### config.mk
export PLATFORM = sky130hd
export DESIGN_NAME = qr_sample
export DESIGN_NICKNAME = d
export VERILOG_FILES = /design/src/rtl/qr_pkg.sv /design/src/rtl/qr_div_step.sv /design/src/rtl/qr_sample.sv
export SDC_FILE = /design/constraint.sdc
export NUM_CORES = 2
export LEC_CHECK = 0
export CORE_UTILIZATION = 45
export CTS_CLUSTER_SIZE = 14
export DETAILED_ROUTE_END_ITERATION = 16
export GPL_ROUTABILITY_DRIVEN = 0
export HOLD_SLACK_MARGIN = 0.12
export PLACE_DENSITY = 0.73
export SLEW_MARGIN = 20
export SYNTH_ARGS = -nofsm -noshare
export SYNTH_HDL_FRONTEND = slang
export SYNTH_SLANG_ARGS = --single-unit
### constraint.sdc
create_clock -name clk -period 18.2 [get_ports clk]
set_input_delay 3.64 -clock clk [delete_from_list [all_inputs] [get_ports clk]]
set_output_delay 3.64 -clock clk [all_outputs]
set_load 0.01 [all_outputs]
### src/rtl/qr_pkg.sv
// Shared definitions for the QR pipeline: sampler state encoding, grid
// limits and the widths shared with the locator and the decoder.
package qr_pkg;

  // Smallest grid the decoder accepts (version 1 symbol).
  localparam int GRID_MIN       = 21;
  // Default largest grid accepted by the sampler.
  localparam int GRID_MAX_DEF   = 21;
  // Module pitch / image address width shared with the locator.
  localparam int MODW_WIDTH     = 16;
  // Bit-matrix address width shared with the decoder.
  localparam int BIT_AW_DEF     = 9;
  // Width of the derived grid dimension.
  localparam int GRID_NW        = 6;
  // Default image BRAM read latency.
  localparam int READ_DELAY_DEF = 5;

  typedef enum logic [2:0] {
    S_IDLE = 3'd0,
    S_DIV  = 3'd1,
    S_CHK  = 3'd2,
    S_ADDR = 3'd3,
    S_WAIT = 3'd4,
    S_WR   = 3'd5,
    S_DONE = 3'd6
  } smp_state_t;

endpackage

### src/rtl/qr_div_step.sv
// Repeated-subtraction divider: one subtraction per cycle after start.
// The quotient saturates at LIMIT so an oversized (or wrapped) dividend
// cannot stall the caller; any quotient at LIMIT is rejected upstream.
module qr_div_step #(
  parameter int DW    = 32,
  parameter int VW    = 16,
  parameter int QW    = 6,
  parameter int LIMIT = 22
) (
  input  logic          clk,
  input  logic          rst_n,
  input  logic          start,
  input  logic [DW-1:0] dividend,
  input  logic [VW-1:0] divisor,
  output logic [QW-1:0] quotient,
  output logic          done
);

  logic [DW-1:0] rem_q;
  logic [QW-1:0] quo_q;
  logic          done_d;

  assign done_d   = (rem_q < DW'(divisor)) || (quo_q == QW'(LIMIT));
  assign done     = done_d;
  assign quotient = quo_q;

  // Load on start, otherwise subtract once per cycle until finished.
  always_ff @(posedge clk or negedge rst_n) begin
    if (!rst_n) begin
      rem_q <= '0;
      quo_q <= '0;
    end else if (start) begin
      rem_q <= dividend;
      quo_q <= '0;
    end else if (!done_d) begin
      rem_q <= rem_q - DW'(divisor);
      quo_q <= quo_q + QW'(1);
    end
  end

endmodule

### src/rtl/qr_sample.sv
// Module-grid sampler: derives N from the locator box and module pitch,
// then reads the centre pixel of each module and writes the N*N bits
// row-major into the bit-matrix buffer.
//
// Handshake: smp_en is a level request held high by the caller until it
// sees smp_end; smp_end (with smp_err) stays high until smp_en falls.
// Dropping smp_en mid-run aborts to IDLE on the next cycle with no
// further writes. At least one low cycle separates two runs.
module qr_sample
  import qr_pkg::*;
#(
  parameter int ADDR_WIDTH_2 = MODW_WIDTH,
  parameter int READ_DELAY   = READ_DELAY_DEF,
  parameter int GRID_MAX     = GRID_MAX_DEF,
  parameter int BIT_AW       = BIT_AW_DEF
) (
  input  logic                    clk,
  input  logic                    rst_n,
  input  logic                    smp_en,
  output logic                    smp_end,
  output logic                    smp_err,
  input  logic [31:0]             width,
  input  logic [31:0]             x0,
  input  logic [31:0]             y0,
  input  logic [31:0]             x1,
  input  logic [31:0]             y1,
  input  logic [ADDR_WIDTH_2-1:0] mod_w,
  output logic [ADDR_WIDTH_2-1:0] addra,
  input  logic                    douta,
  output logic [GRID_NW-1:0]      grid_n,
  output logic                    bit_we,
  output logic [BIT_AW-1:0]       bit_addr,
  output logic                    bit_data,
  output smp_state_t              dbg_state
);

  localparam int AW  = ADDR_WIDTH_2;
  localparam int WCW = $clog2(READ_DELAY + 1);

  smp_state_t          state_q;
  logic                smp_end_q, smp_err_q;
  logic [GRID_NW-1:0]  grid_n_q;
  logic [AW-1:0]       addra_q;
  logic                bit_we_q, bit_data_q;
  logic [BIT_AW-1:0]   bit_addr_q, idx_q;
  logic [31:0]         x0_q, y0_q, width_q;
  logic [AW-1:0]       mod_w_q;
  logic                divz_q, spanz_q;
  logic [AW-1:0]       row_step_q, row_addr_q, col_addr_q;
  logic [GRID_NW-1:0]  r_q, c_q;
  logic [WCW-1:0]      wait_q;

  logic [31:0]         span_x_d, span_y_d;
  logic [AW-1:0]       half_d, base_d, row_step_d;
  logic                div_start_d, chk_err_d, last_col_d, last_row_d;
  logic [GRID_NW-1:0]  nx, ny;
  logic                dx_done, dy_done;

  // Spans are exclusive-box widths; a wrapped x0/y0 of all-ones works out.
  assign span_x_d    = x1 - x0 - 32'd1;
  assign span_y_d    = y1 - y0 - 32'd1;
  assign div_start_d = (state_q == S_IDLE) && smp_en;

  // Module centre offset from the box edge, then the first-module address.
  assign half_d     = {1'b0, mod_w_q[AW-1:1]};
  assign base_d     = AW'((y0_q + 32'd1 + 32'(half_d)) * width_q
                          + x0_q + 32'd1 + 32'(half_d));
  assign row_step_d = AW'(width_q * 32'(mod_w_q));

  assign chk_err_d  = divz_q || spanz_q || (nx != ny)
                      || (nx > GRID_NW'(GRID_MAX)) || (nx < GRID_NW'(GRID_MIN));
  assign last_col_d = (c_q == grid_n_q - GRID_NW'(1));
  assign last_row_d = (r_q == grid_n_q - GRID_NW'(1));

  qr_div_step #(
    .DW(32), .VW(AW), .QW(GRID_NW), .LIMIT(GRID_MAX + 1)
  ) u_div_x (
    .clk(clk), .rst_n(rst_n), .start(div_start_d),
    .dividend(span_x_d), .divisor(mod_w_q),
    .quotient(nx), .done(dx_done)
  );

  qr_div_step #(
    .DW(32), .VW(AW), .QW(GRID_NW), .LIMIT(GRID_MAX + 1)
  ) u_div_y (
    .clk(clk), .rst_n(rst_n), .start(div_start_d),
    .dividend(span_y_d), .divisor(mod_w_q),
    .quotient(ny), .done(dy_done)
  );

  // Sampler FSM with its counters and registered outputs.
  always_ff @(posedge clk or negedge rst_n) begin
    if (!rst_n) begin
      state_q    <= S_IDLE;
      smp_end_q  <= 1'b0;
      smp_err_q  <= 1'b0;
      grid_n_q   <= '0;
      addra_q    <= '0;
      bit_we_q   <= 1'b0;
      bit_addr_q <= '0;
      bit_data_q <= 1'b0;
      idx_q      <= '0;
      x0_q       <= '0;
      y0_q       <= '0;
      width_q    <= '0;
      mod_w_q    <= '0;
      divz_q     <= 1'b0;
      spanz_q    <= 1'b0;
      row_step_q <= '0;
      row_addr_q <= '0;
      col_addr_q <= '0;
      r_q        <= '0;
      c_q        <= '0;
      wait_q     <= '0;
    end else begin
      bit_we_q <= 1'b0;
      if ((state_q != S_IDLE) && (state_q != S_DONE) && !smp_en) begin
        state_q <= S_IDLE;
      end else begin
        case (state_q)
          S_IDLE: begin
            if (smp_en) begin
              x0_q      <= x0;
              y0_q      <= y0;
              width_q   <= width;
              mod_w_q   <= mod_w;
              divz_q    <= (mod_w == '0);
              spanz_q   <= (span_x_d == 32'd0);
              grid_n_q  <= '0;
              smp_err_q <= 1'b0;
              // A zero pitch cannot be divided; go straight to rejection.
              state_q   <= (mod_w == '0) ? S_CHK : S_DIV;
            end
          end
          S_DIV: begin
            if (dx_done && dy_done) state_q <= S_CHK;
          end
          S_CHK: begin
            if (chk_err_d) begin
              smp_err_q <= 1'b1;
              smp_end_q <= 1'b1;
              state_q   <= S_DONE;
            end else begin
              grid_n_q   <= nx;
              row_step_q <= row_step_d;
              row_addr_q <= base_d;
              col_addr_q <= base_d;
              r_q        <= '0;
              c_q        <= '0;
              idx_q      <= '0;
              state_q    <= S_ADDR;
            end
          end
          S_ADDR: begin
            addra_q <= col_addr_q;
            wait_q  <= '0;
            state_q <= S_WAIT;
          end
          S_WAIT: begin
            if (wait_q == WCW'(READ_DELAY - 1)) state_q <= S_WR;
            else wait_q <= wait_q + WCW'(1);
          end
          S_WR: begin
            bit_we_q   <= 1'b1;
            bit_addr_q <= idx_q;
            bit_data_q <= douta;
            idx_q      <= idx_q + BIT_AW'(1);
            if (!last_col_d) begin
              c_q        <= c_q + GRID_NW'(1);
              col_addr_q <= col_addr_q + mod_w_q;
              state_q    <= S_ADDR;
            end else if (!last_row_d) begin
              r_q        <= r_q + GRID_NW'(1);
              c_q        <= '0;
              row_addr_q <= row_addr_q + row_step_q;
              col_addr_q <= row_addr_q + row_step_q;
              state_q    <= S_ADDR;
            end else begin
              smp_end_q <= 1'b1;
              state_q   <= S_DONE;
            end
          end
          S_DONE: begin
            if (!smp_en) begin
              smp_end_q <= 1'b0;
              smp_err_q <= 1'b0;
              state_q   <= S_IDLE;
            end
          end
          default: state_q <= S_IDLE;
        endcase
      end
    end
  end

  assign smp_end   = smp_end_q;
  assign smp_err   = smp_err_q;
  assign grid_n    = grid_n_q;
  assign addra     = addra_q;
  assign bit_we    = bit_we_q;
  assign bit_addr  = bit_addr_q;
  assign bit_data  = bit_data_q;
  assign dbg_state = state_q;

endmodule

==> run summary <==
outcome: complete, no violations
gr ovfl total: 0
Worst setup SP type: flop
utilization after layout: 0.521
Setup TNS: 0 ps
CTS Sinks: 252
First DRT Iteration DRCs: 1,221
first-pass GRT wire length: 109,000 um
Slowest cell on crit path: xnor2_1
postcts setup bufs: 0
vias in the first global route: 21,700
drt drc: 0
CTS Root Buffer Type: clkbuf_16
Worst slew margin: 0.321
Routed Antenna Nets: 0
post-detailed-routing wire length: 66,300 um
Synth top area share: 0.240
drt pass-1 iters: 5
n_diodes: 0
Hold Path Depth: 2
Die H: 244 um
syn avg cell area: 8.43 sq um
cell taking the most area after synthesis: dfrtp_1
top-count cell post-synth: nand2_1
Tcrit/Tclk final: 0.535
largest net degree at the start of global routing: 160
Post-Syn Area: 0.0263 sq mm
Synth cell types: 68
kind of critical path: flop to flop
Seq/Total Area, Yosys: 0.240
CTS max path bufs: 3
most frequent cells after synthesis: nand2_1, inv_1, ha_1
floorplan row count: 88
io pins: 218
Min Hold Slack: 469 ps
Num CTS Buffers: 30
Tightest Pin Transition: 1020 ps
crit end category: flop
Area Overhead vs Synth: 14.4%
Fin. Hold Viols: 0
Core Region: 0.0577 sq mm
Worst Path Arrival: 10,230 ps
die width: 244 um
layout cells sized above 1: 0.0334
dpl hpwl: 51,200 um
area of the multi-input gates: 0.0179 sq mm
worst path required time: 18,690 ps
R2R depth: 33
max-slew violations: 0
worst skew pair latency: 600 ps
Hold/Removal Path Class: flop to flop
min Tclk post-route: 9740 ps
post-synthesis net count: 3,744
number of setup violations in the final report: 0
area of the die: 0.0593 sq mm
unrepaired setup endpoints after global routing: no
nets: 3,899
Ys Warns: 0
Post-CTS Resized: 0
TritonCTS clock tree: built
clk slew on worst S/H paths: 60 ps
Max stage delay on crit path: 580 ps
Post-synth EDFFs: 0
drt wl/cell: 16.3 um
H-tree Lvls: 1
fillcell total: 5,428
top cells by area, synth: dfrtp_1, fa_1, ha_1, nand2_1, inv_1
Most Frequent Cell on Critical Path: fa_1
initial core utilization: 0.455
register area: 0.00631 sq mm
skew final: 18.1 ps
Main synth FF type: dfrtp_1
flops & latches, synth: 252
worst-path fanout max: 5
synthesized instance count: 3,116
cts hold-fix bufs: 0
antenna violations before repair: 1
Vias: 21,400
PortBufs: 201
Max Cap Viol: 0
via/cell ratio: 5.28
Peak Freq: 103 MHz
GRT Util Overall: 0.227
async set-reset flop share out of synthesis: 1.00
area by class of cell:
| class | count | area share |
|---|---|---|
| Timing Repair Buffer | 229 | 0.0746 |
| Inverter | 447 | 0.0559 |
| Tap cell | 765 | 0.0319 |
| Multi-Input combinational cell | 2311 | 0.596 |
| Sequential cell | 252 | 0.210 |
| Clock inverter | 9 | 0.00275 |
| Clock buffer | 45 | 0.0289 |
final timing paths:
kind	from	end	slack, ps
hold / removal	bit_data	bit_data	470
max in group asynchronous	rst_n	spanz_q	13830
setup reg to reg	mod_w_q[1]	col_addr_q[15]	8460
setup / recovery	mod_w_q[1]	col_addr_q[15]	8460
min in group asynchronous	rst_n	width_q[4]	3050
hold reg to reg	bit_data	bit_data	470
logic make-up after synthesis:
family                     share of synthesized area
xor gates and xnor gates                      0.0872
muxes                                         0.0173
and+or+nand+nor                                0.178
buffers and inverters                         0.0793
AOI/OAI and AO/OA                              0.129
adders and majority gates                      0.269
DFF                                            0.240
per-layer routing:
metal / track usage / vias to the layer above / routed length [um]
li1: - / 10500 / -
met1: 0.286 / 10200 / 28200
met2: 0.391 / 600 / 31400
met3: 0.0399 / 136 / 4400
met4: 0.0787 / 2 / 2360
met5: 0 / - / 11
flip-flops by register name (all words and copies together) (netlist names), 3 cells and up:
name / cells
grid_n: 6
u_div_x.rem_q: 32
idx_q: 9
x0_q: 16
dbg_state: 3
u_div_x.quotient: 6
u_div_y.quotient: 6
u_div_y.rem_q: 32
col_addr_q: 16
width_q: 16
mod_w_q: 16
row_step_q: 16
bit_addr: 9
row_addr_q: 16
addra: 16
y0_q: 16
wait_q: 3
c_q: 6
r_q: 6
stage by stage:
stage / cells / setup slack [ps] / instance area, sq um
floorplan: 3116 / 9850 / 26300
global placement: 4004 / 8750 / 29100
detailed placement: 4004 / 8670 / 29100
CTS: 4058 / 8610 / 30000
global route: 4058 / 8020 / 30000
finish: 4058 / 8460 / 30000
worst max-delay path, delay by kind of cell, from the launching register on:
kind / cells / cell delay, ps
compound gates: 4 / 930
flops: 1 / 370
xor+xnor: 12 / 3150
simple gates: 4 / 940
fa+ha+maj: 8 / 3660
buf+inv: 5 / 610
layout by cell type (no fill, tap or decap), types with 17 or more instances in the layout:
| master | n |
|---|---|
| a21boi_0 | 23 |
| a21o_1 | 26 |
| a21oi_1 | 145 |
| a31oi_1 | 18 |
| and2_1 | 125 |
| buf_4 | 27 |
| clkbuf_16 | 30 |
| clkdlybuf4s50_1 | 200 |
| dfrtp_1 | 252 |
| fa_1 | 195 |
| ha_1 | 253 |
| inv_1 | 446 |
| mux2_2 | 18 |
| mux2i_1 | 25 |
| nand2_1 | 484 |
| nand2b_1 | 20 |
| nand3_1 | 25 |
| nand4_1 | 30 |
| nor2_1 | 152 |
| nor2b_1 | 37 |
| nor3_1 | 36 |
| o21a_1 | 18 |
| o21ai_0 | 217 |
| o21bai_1 | 31 |
| o31ai_1 | 17 |
| or3_1 | 27 |
| xnor2_1 | 144 |
| xor2_1 | 100 |
Power is left out: the tool's default activity adds up to more than one toggle a clock period on the data nets, which glitch-free logic cannot reach.
